==> config.mk <==
export PLATFORM = sky130hd
export DESIGN_NAME = rp2a03_dma_gen
export DESIGN_NICKNAME = d
export VERILOG_FILES = /design/src/rtl/rp2a03_dma_pkg.sv /design/src/rtl/rp2a03_dma_gen.sv
export SDC_FILE = /design/constraint.sdc
export NUM_CORES = 1
export LEC_CHECK = 0
export CORE_ASPECT_RATIO = 0.75
export CORE_MARGIN = 1.5
export CORE_UTILIZATION = 43
export DETAILED_ROUTE_END_ITERATION = 6
export GPL_TIMING_DRIVEN = 0
export PLACE_DENSITY_LB_ADDON = 0.15
export SYNTH_ARGS = -nofsm -noshare
export SYNTH_HDL_FRONTEND = slang
export SYNTH_SLANG_ARGS = --single-unit
==> constraint.sdc <==
create_clock -name clk -period 1.8 [get_ports clk]
set_clock_uncertainty 0.1 [all_clocks]
set_input_delay 0.36 -clock clk [delete_from_list [all_inputs] [get_ports clk]]
set_output_delay 0.36 -clock clk [all_outputs]
set_load 0.005 [all_outputs]
==> src/rtl/rp2a03_dma_pkg.sv <==
// rp2a03_dma_pkg: shared states, default OAM data port address and count-width helper for the DMA engine
package rp2a03_dma_pkg;
    typedef enum logic [2:0] {
        S_IDLE,
        S_HALT,
        S_ALIGN,
        S_SPR_READ,
        S_SPR_WRITE,
        S_DMC_READ,
        S_DONE
    } dma_state_t;

    localparam logic [15:0] OAM_DATA_ADDR = 16'h2004;

    function automatic int cnt_w(input int len);
        return $clog2(len + 1);
    endfunction
endpackage

==> src/rtl/rp2a03_dma_gen.sv <==
// rp2a03_dma_gen: sprite/DMC DMA engine that halts the CPU, aligns to get/put parity and owns the bus
module rp2a03_dma_gen
    import rp2a03_dma_pkg::*;
#(
    parameter int                ADDR_W   = 16,
    parameter int                DATA_W   = 8,
    parameter int                SPR_LEN  = 256,
    parameter logic [ADDR_W-1:0] SPR_DEST = ADDR_W'(OAM_DATA_ADDR),
    parameter int                ALIGN_EN = 1
) (
    input  logic              clk,
    input  logic              rst,
    input  logic              i_cpu_clk,
    input  logic              i_spr_trig,
    input  logic              i_dmc_trig,
    input  logic              i_cpu_r_nw,
    input  logic [DATA_W-1:0] i_from_cpu,
    input  logic [DATA_W-1:0] i_from_ram,
    input  logic [ADDR_W-1:0] i_dmc_dma_addr,
    output logic [ADDR_W-1:0] o_a_out,
    output logic              o_dma_active,
    output logic              o_dma_r_nw,
    output logic [DATA_W-1:0] o_to_ram,
    output logic [DATA_W-1:0] o_dmc_data,
    output logic              o_dmc_ack,
    output logic              o_spr_busy
);
    localparam int CW = cnt_w(SPR_LEN);

    dma_state_t        r_state, w_state_nx, w_disp;
    logic              r_get_cyc, r_spr_pend, w_pend_nx, w_pend_eff;
    logic              w_next_get, w_dmc_req;
    logic [CW-1:0]     r_count, w_count_nx, w_count_inc;
    logic [DATA_W-1:0] r_page, w_page_nx;
    logic [ADDR_W-1:0] w_addr;

    // dispatch looks at the parity of the cycle being entered, not the one ending
    assign w_next_get  = (ALIGN_EN == 0) || !r_get_cyc;
    assign w_count_inc = r_count + 1'b1;
    assign w_pend_eff  = r_spr_pend && !(r_state == S_SPR_WRITE && w_count_inc == CW'(SPR_LEN));
    assign w_dmc_req   = i_dmc_trig && r_state != S_DMC_READ;
    assign w_disp      = (w_dmc_req && w_next_get)  ? S_DMC_READ :
                         (w_pend_eff && w_next_get) ? S_SPR_READ :
                         (w_pend_eff || w_dmc_req)  ? S_ALIGN    : S_DONE;
    assign w_addr      = (r_state == S_SPR_READ)  ? ADDR_W'({r_page, 8'(r_count)}) :
                         (r_state == S_SPR_WRITE) ? SPR_DEST :
                         (r_state == S_DMC_READ)  ? i_dmc_dma_addr : o_a_out;

    always_comb begin
        w_state_nx = r_state;
        w_pend_nx  = r_spr_pend;
        w_count_nx = r_count;
        w_page_nx  = r_page;
        case (r_state)
            S_IDLE: begin
                if (i_spr_trig) begin
                    w_pend_nx  = 1'b1;
                    w_count_nx = '0;
                    w_page_nx  = i_from_cpu;
                end
                if (i_spr_trig || i_dmc_trig) w_state_nx = S_HALT;
            end
            S_HALT:               if (i_cpu_r_nw) w_state_nx = w_disp;
            S_SPR_READ:           w_state_nx = S_SPR_WRITE;
            S_SPR_WRITE: begin
                w_count_nx = w_count_inc;
                w_pend_nx  = w_pend_eff;
                w_state_nx = w_disp;
            end
            S_ALIGN, S_DMC_READ:  w_state_nx = w_disp;
            S_DONE:               if (i_cpu_r_nw) w_state_nx = S_IDLE;
            default:              w_state_nx = S_IDLE;
        endcase
    end

    always_ff @(posedge clk) begin
        if (rst) begin
            r_state    <= S_IDLE;
            r_get_cyc  <= 1'b1;
            r_spr_pend <= 1'b0;
            r_count    <= '0;
            r_page     <= '0;
        end else if (i_cpu_clk) begin
            r_state    <= w_state_nx;
            r_get_cyc  <= !r_get_cyc;
            r_spr_pend <= w_pend_nx;
            r_count    <= w_count_nx;
            r_page     <= w_page_nx;
        end
    end

    always_ff @(posedge clk) begin
        if (rst) begin
            o_a_out      <= '0;
            o_dma_active <= 1'b0;
            o_dma_r_nw   <= 1'b1;
            o_to_ram     <= '0;
            o_dmc_data   <= '0;
            o_dmc_ack    <= 1'b0;
            o_spr_busy   <= 1'b0;
        end else begin
            o_a_out      <= w_addr;
            o_dma_active <= r_state != S_IDLE && r_state != S_DONE;
            o_dma_r_nw   <= r_state != S_SPR_WRITE;
            o_dmc_ack    <= r_state == S_DMC_READ;
            o_spr_busy   <= r_spr_pend;
            if (i_cpu_clk && r_state == S_SPR_READ) o_to_ram <= i_from_ram;
            if (i_cpu_clk && r_state == S_DMC_READ) o_dmc_data <= i_from_ram;
        end
    end
endmodule

==> impl.org <==
** Placement
- During placement, the flow inserted port buffers numbering around 70.
- HPWL after detailed placement :: 5200 um
- Total instance count after detailed placement :: 477
- Post-placement setup slack :: -0.481 ns
- At the end of routability-driven placement, the weighted congestion stood at 0.905.

** Timing
- Setup violations remaining at the end of the flow were counted as 1.
- Timing would allow up to 0.539 GHz.
- Share of the cycle needed by the critical path after routing :: 103%
- After layout, the worst setup slack is -0.0550 ns.
- The routed design could run at a clock period as short as roughly 1.9 ns.
- In this run the tightest slew margin relative to its limit is about 61%.
- The count of pins over their slew limit came to 0.
- RSZ-0062 raised after global routing :: yes
- At the pin with the least slew margin, the transition time is 0.588 ns.
- Final count of hold timing violations :: 0

** Cells and area
- In the final design database the tool counted 454 nets.
- Number of fillers in the final layout :: 505
- The area growth from synthesis to layout is 47.0%.
- Share of final-layout standard cells stronger than drive strength 1 :: 17.7%
- Total area of multi-input combinational cells :: approximately 1500 um2
- Across the whole layout, storage elements account for 1180 um2.
- Core occupancy in the finished layout :: around two thirds
- 0 antenna diodes ended up in the layout.
- Number of standard cells in the layout, taps in and fillers out :: around 500

** Route
- Dividing the detail-routed wire length by the instance count gives around 16 um.
- After detailed routing, the total wire length is ~7900 um.
- The routed layout has 2750 vias.
- The detail route stage leaves a number of antenna-violating nets equal to 0.
- The first TritonRoute pass finished after 7 iterations.
- DR iter-0 viols :: between 150 and 200
- Number of vias per cell after detailed routing :: 5.53
- Number of design rule violations left after detail routing :: 0

** Critical path
- The worst setup path is launched from a flip-flop.
- In this run the worst path has a maximum fanout of 6.
- Category of the most critical setup path :: reg2reg
- Length in cells of the worst reg-to-reg path :: 6
- In this run the number of cells on the critical path is 6.
- Kind of cell adding the most delay to the critical path :: simple AND/OR/NAND/NOR gates
- For this run, the slowest stage of the critical path takes 0.40 ns.
- CP cell instances :: ha_4 > nand2_1 > xnor2_1 > a31oi_2 > or3_4 > a221oi_2
- The largest individual stage delay along the critical path comes from the cell sky130_fd_sc_hd__or3_4.
- Worst endpoint required time :: about 2.0 ns
- The critical path contains buffers and inverters numbering 0 combined.
- The worst setup path is captured at a flip-flop.
- For the worst setup path, the data arrival time is 2.02 ns.

** Synthesis
- Top_reg_cell synth :: sky130_fd_sc_hd__dfxtp_1
- Synthesis inferred 58 register bits.
- For this run, asynchronously set or reset flops after synthesis account for 0%.
- When the netlist entered floorplanning its net count stood at 368.
- sky130_fd_sc_hd__dfxtp_1 takes more of the synthesized area than any other cell.
- Netlist area before placement :: roughly 2600 um2
- The netlist uses 51 different library cells.
- The Yosys step of the flow raised 0 warnings.
- After synthesis, the mean cell area works out to approximately 8.0 um2.
- By area the synthesized netlist is led by sky130_fd_sc_hd__dfxtp_1 44%, sky130_fd_sc_hd__nor2_1 8.2%, sky130_fd_sc_hd__a21oi_1 7.8%.
- In the synthesized netlist, the number of instances is 328.
- The synthesized design contains 0 enable-type register cells.
- After synthesis, the largest area contributor takes up between 40% and 50% of total cell area.
- Sequential element share of the synthesized area :: around 44%

** Global routing
- Entering global routing, the biggest net connects 13 pins.
- The initial antenna violation count is 0.
- Number of global-route vias before repair :: 2603
- The total overflow left after global routing is 0.
- The first global-routing pass estimated 12600 um of wire.
- Tot GR Track Use :: 24.9%

** Clock network
- Maximum count of clock buffers along a single path :: 2
- The clock drives 58 sinks.
- Clock tree from TritonCTS :: yes
- Clock slew at the register clock pins of the worst setup and hold paths :: 0.08 ns
- Total CTS buffers :: 9
- Worst-Skew Late Latency :: 0.35 ns
- CTS Root Cell :: sky130_fd_sc_hd__clkbuf_8
- Number of levels the H-tree was split into :: 3

** Floorplanning
- Height of the die :: 70.6 um
- From left edge to right edge, the die measures 93.1 um.
- Number of core rows :: 24
- Number of placed I/O pins :: between 70 and 80
- Once the floorplan was initialized, standard cells occupied 44.7% of the core.
- Area of the die :: ~6600 um2
- The floorplan step defined a core boundary enclosing 5860 um2.

** Run
- Count of maximum capacitance violations :: 0

** Power and ir drop
- Leakage Power :: 1.46 nW
- In this run the power density over the cells is 849 nW/um2.
- Total power after layout :: roughly 0.0033 W
- VDD sags by at most 627 uV.

** Min path
- Hold/Removal Path Class :: in2reg
- The worst hold path passes through 3 cells.

** Outcome
- Violations in the final reports :: setup timing
- The run finished, with violations left.
[worst paths after layout]
kind | start | endpoint | slack [ns]
setup / recovery | r_count[1] | r_state[2] | -0.05
hold / removal | i_cpu_clk | r_get_cyc | 0.23
setup reg to reg | r_count[1] | r_state[2] | -0.05
hold reg to reg | o_dmc_data[5] | o_dmc_data[5] | 0.36
[synth_stat cells, types with 2 or more instances]
master,n
sky130_fd_sc_hd__a211oi_1,6
sky130_fd_sc_hd__buf_2,11
sky130_fd_sc_hd__nand2b_1,5
sky130_fd_sc_hd__o22ai_1,3
sky130_fd_sc_hd__a311oi_1,2
sky130_fd_sc_hd__nand3b_1,2
sky130_fd_sc_hd__nor2_1,57
sky130_fd_sc_hd__nor3_1,3
sky130_fd_sc_hd__nand2_1,41
sky130_fd_sc_hd__clkbuf_1,11
sky130_fd_sc_hd__a31oi_1,6
sky130_fd_sc_hd__or2_2,2
sky130_fd_sc_hd__inv_1,4
sky130_fd_sc_hd__xnor2_1,4
sky130_fd_sc_hd__mux2i_1,8
sky130_fd_sc_hd__a21oi_1,41
sky130_fd_sc_hd__dfxtp_1,58
sky130_fd_sc_hd__and3_1,2
sky130_fd_sc_hd__o21ai_0,5
sky130_fd_sc_hd__ha_1,2
sky130_fd_sc_hd__nand3_1,7
sky130_fd_sc_hd__or3_1,2
sky130_fd_sc_hd__buf_1,2
sky130_fd_sc_hd__nor4_1,15
sky130_fd_sc_hd__nand4_1,2
sky130_fd_sc_hd__and2_1,2
[registers in the layout, indices dropped and copies added (netlist names)]
signal / flops
o_a_out: 16
r_count: 9
o_dmc_data: 8
o_to_ram: 8
r_page: 8
r_state: 3
o_dma_active: 1
o_dma_r_nw: 1
o_dmc_ack: 1
o_spr_busy: 1
r_get_cyc: 1
r_spr_pend: 1
[layout by cell type (no fill, tap or decap), types with 4 or more instances in the layout]
cell / synthesis / routed
sky130_fd_sc_hd__mux2i_1: 8 / 8
sky130_fd_sc_hd__buf_4: 0 / 12
sky130_fd_sc_hd__a31oi_1: 6 / 5
sky130_fd_sc_hd__a211oi_1: 6 / 6
sky130_fd_sc_hd__nand3_1: 7 / 6
sky130_fd_sc_hd__nand2_1: 41 / 38
sky130_fd_sc_hd__nand2b_1: 5 / 4
sky130_fd_sc_hd__a21oi_1: 41 / 41
sky130_fd_sc_hd__clkdlybuf4s50_1: 0 / 70
sky130_fd_sc_hd__xnor2_1: 4 / 4
sky130_fd_sc_hd__nor4_1: 15 / 14
sky130_fd_sc_hd__clkbuf_8: 0 / 10
sky130_fd_sc_hd__clkbuf_1: 11 / 6
sky130_fd_sc_hd__nor2_1: 57 / 55
sky130_fd_sc_hd__dfxtp_1: 58 / 51
sky130_fd_sc_hd__dfxtp_2: 0 / 4
[cells by family after synthesis]
logic type               Yosys count  share of synthesized area (%)
buffers and inverters             29                           4.73
multiplexers                       8                           3.06
flip-flops                        58                           44.4
AO/OA/AOI/OAI                     76                           17.9
AND/OR/NAND/NOR                  150                           27.3
adder cells (fa/ha/maj)            3                           1.34
XOR/XNOR                           4                           1.34
[layer usage]
metal	wire length (um)	GRT usage (%)
met4	150	9.93
met5	0	0
met3	711	7.85
met2	3470	37.1
met1	3580	33.5
[worst reg2reg max path, stage by stage (launching register included)]
cell,delay (ns)
sky130_fd_sc_hd__dfxtp_4,0.39
sky130_fd_sc_hd__ha_4,0.16
sky130_fd_sc_hd__nand2_1,0.10
sky130_fd_sc_hd__xnor2_1,0.22
sky130_fd_sc_hd__a31oi_2,0.17
sky130_fd_sc_hd__or3_4,0.40
sky130_fd_sc_hd__a221oi_2,0.24
[final cells by class]
cell class	count	area share, %
buffer	19	3.28
clock buffer	10	3.58
clock inverter	6	1.30
inverter	4	0.390
multi-input combinational	241	37.8
sequential	58	30.6
tap	78	2.54
timing repair buffer	81	20.5
[power by group]
group | leakage [nW] | internal [W] | switching, W
registers | 0.474 | 0.00137 | 0.0000631
clock network | 0.0895 | 0.000550 | 0.000592
logic | 0.900 | 0.000355 | 0.000340
total | 1.46 | 0.00227 | 0.000994
[through the flow]
stage	hold slack, ns	setup TNS, ns	cell area [um2]
floorplan	0.353	0	2640
global placement	0.345	-8.70	3450
detailed placement	0.347	-8.99	3450
CTS	0.212	-0.0534	3740
global route	0.257	-0.241	3850
finish	0.228	-0.0550	3850
[what timing repair did]
| item | in CTS | in global routing |
|---|---|---|
| buffers inserted | 6 | 4 |
| setup endpoints to repair | 28 | 27 |
| hold buffers | 0 | 0 |
| pin swaps | 2 | 7 |
| gates resized for setup | 34 | 22 |
(Power assumes the default switching activity.)
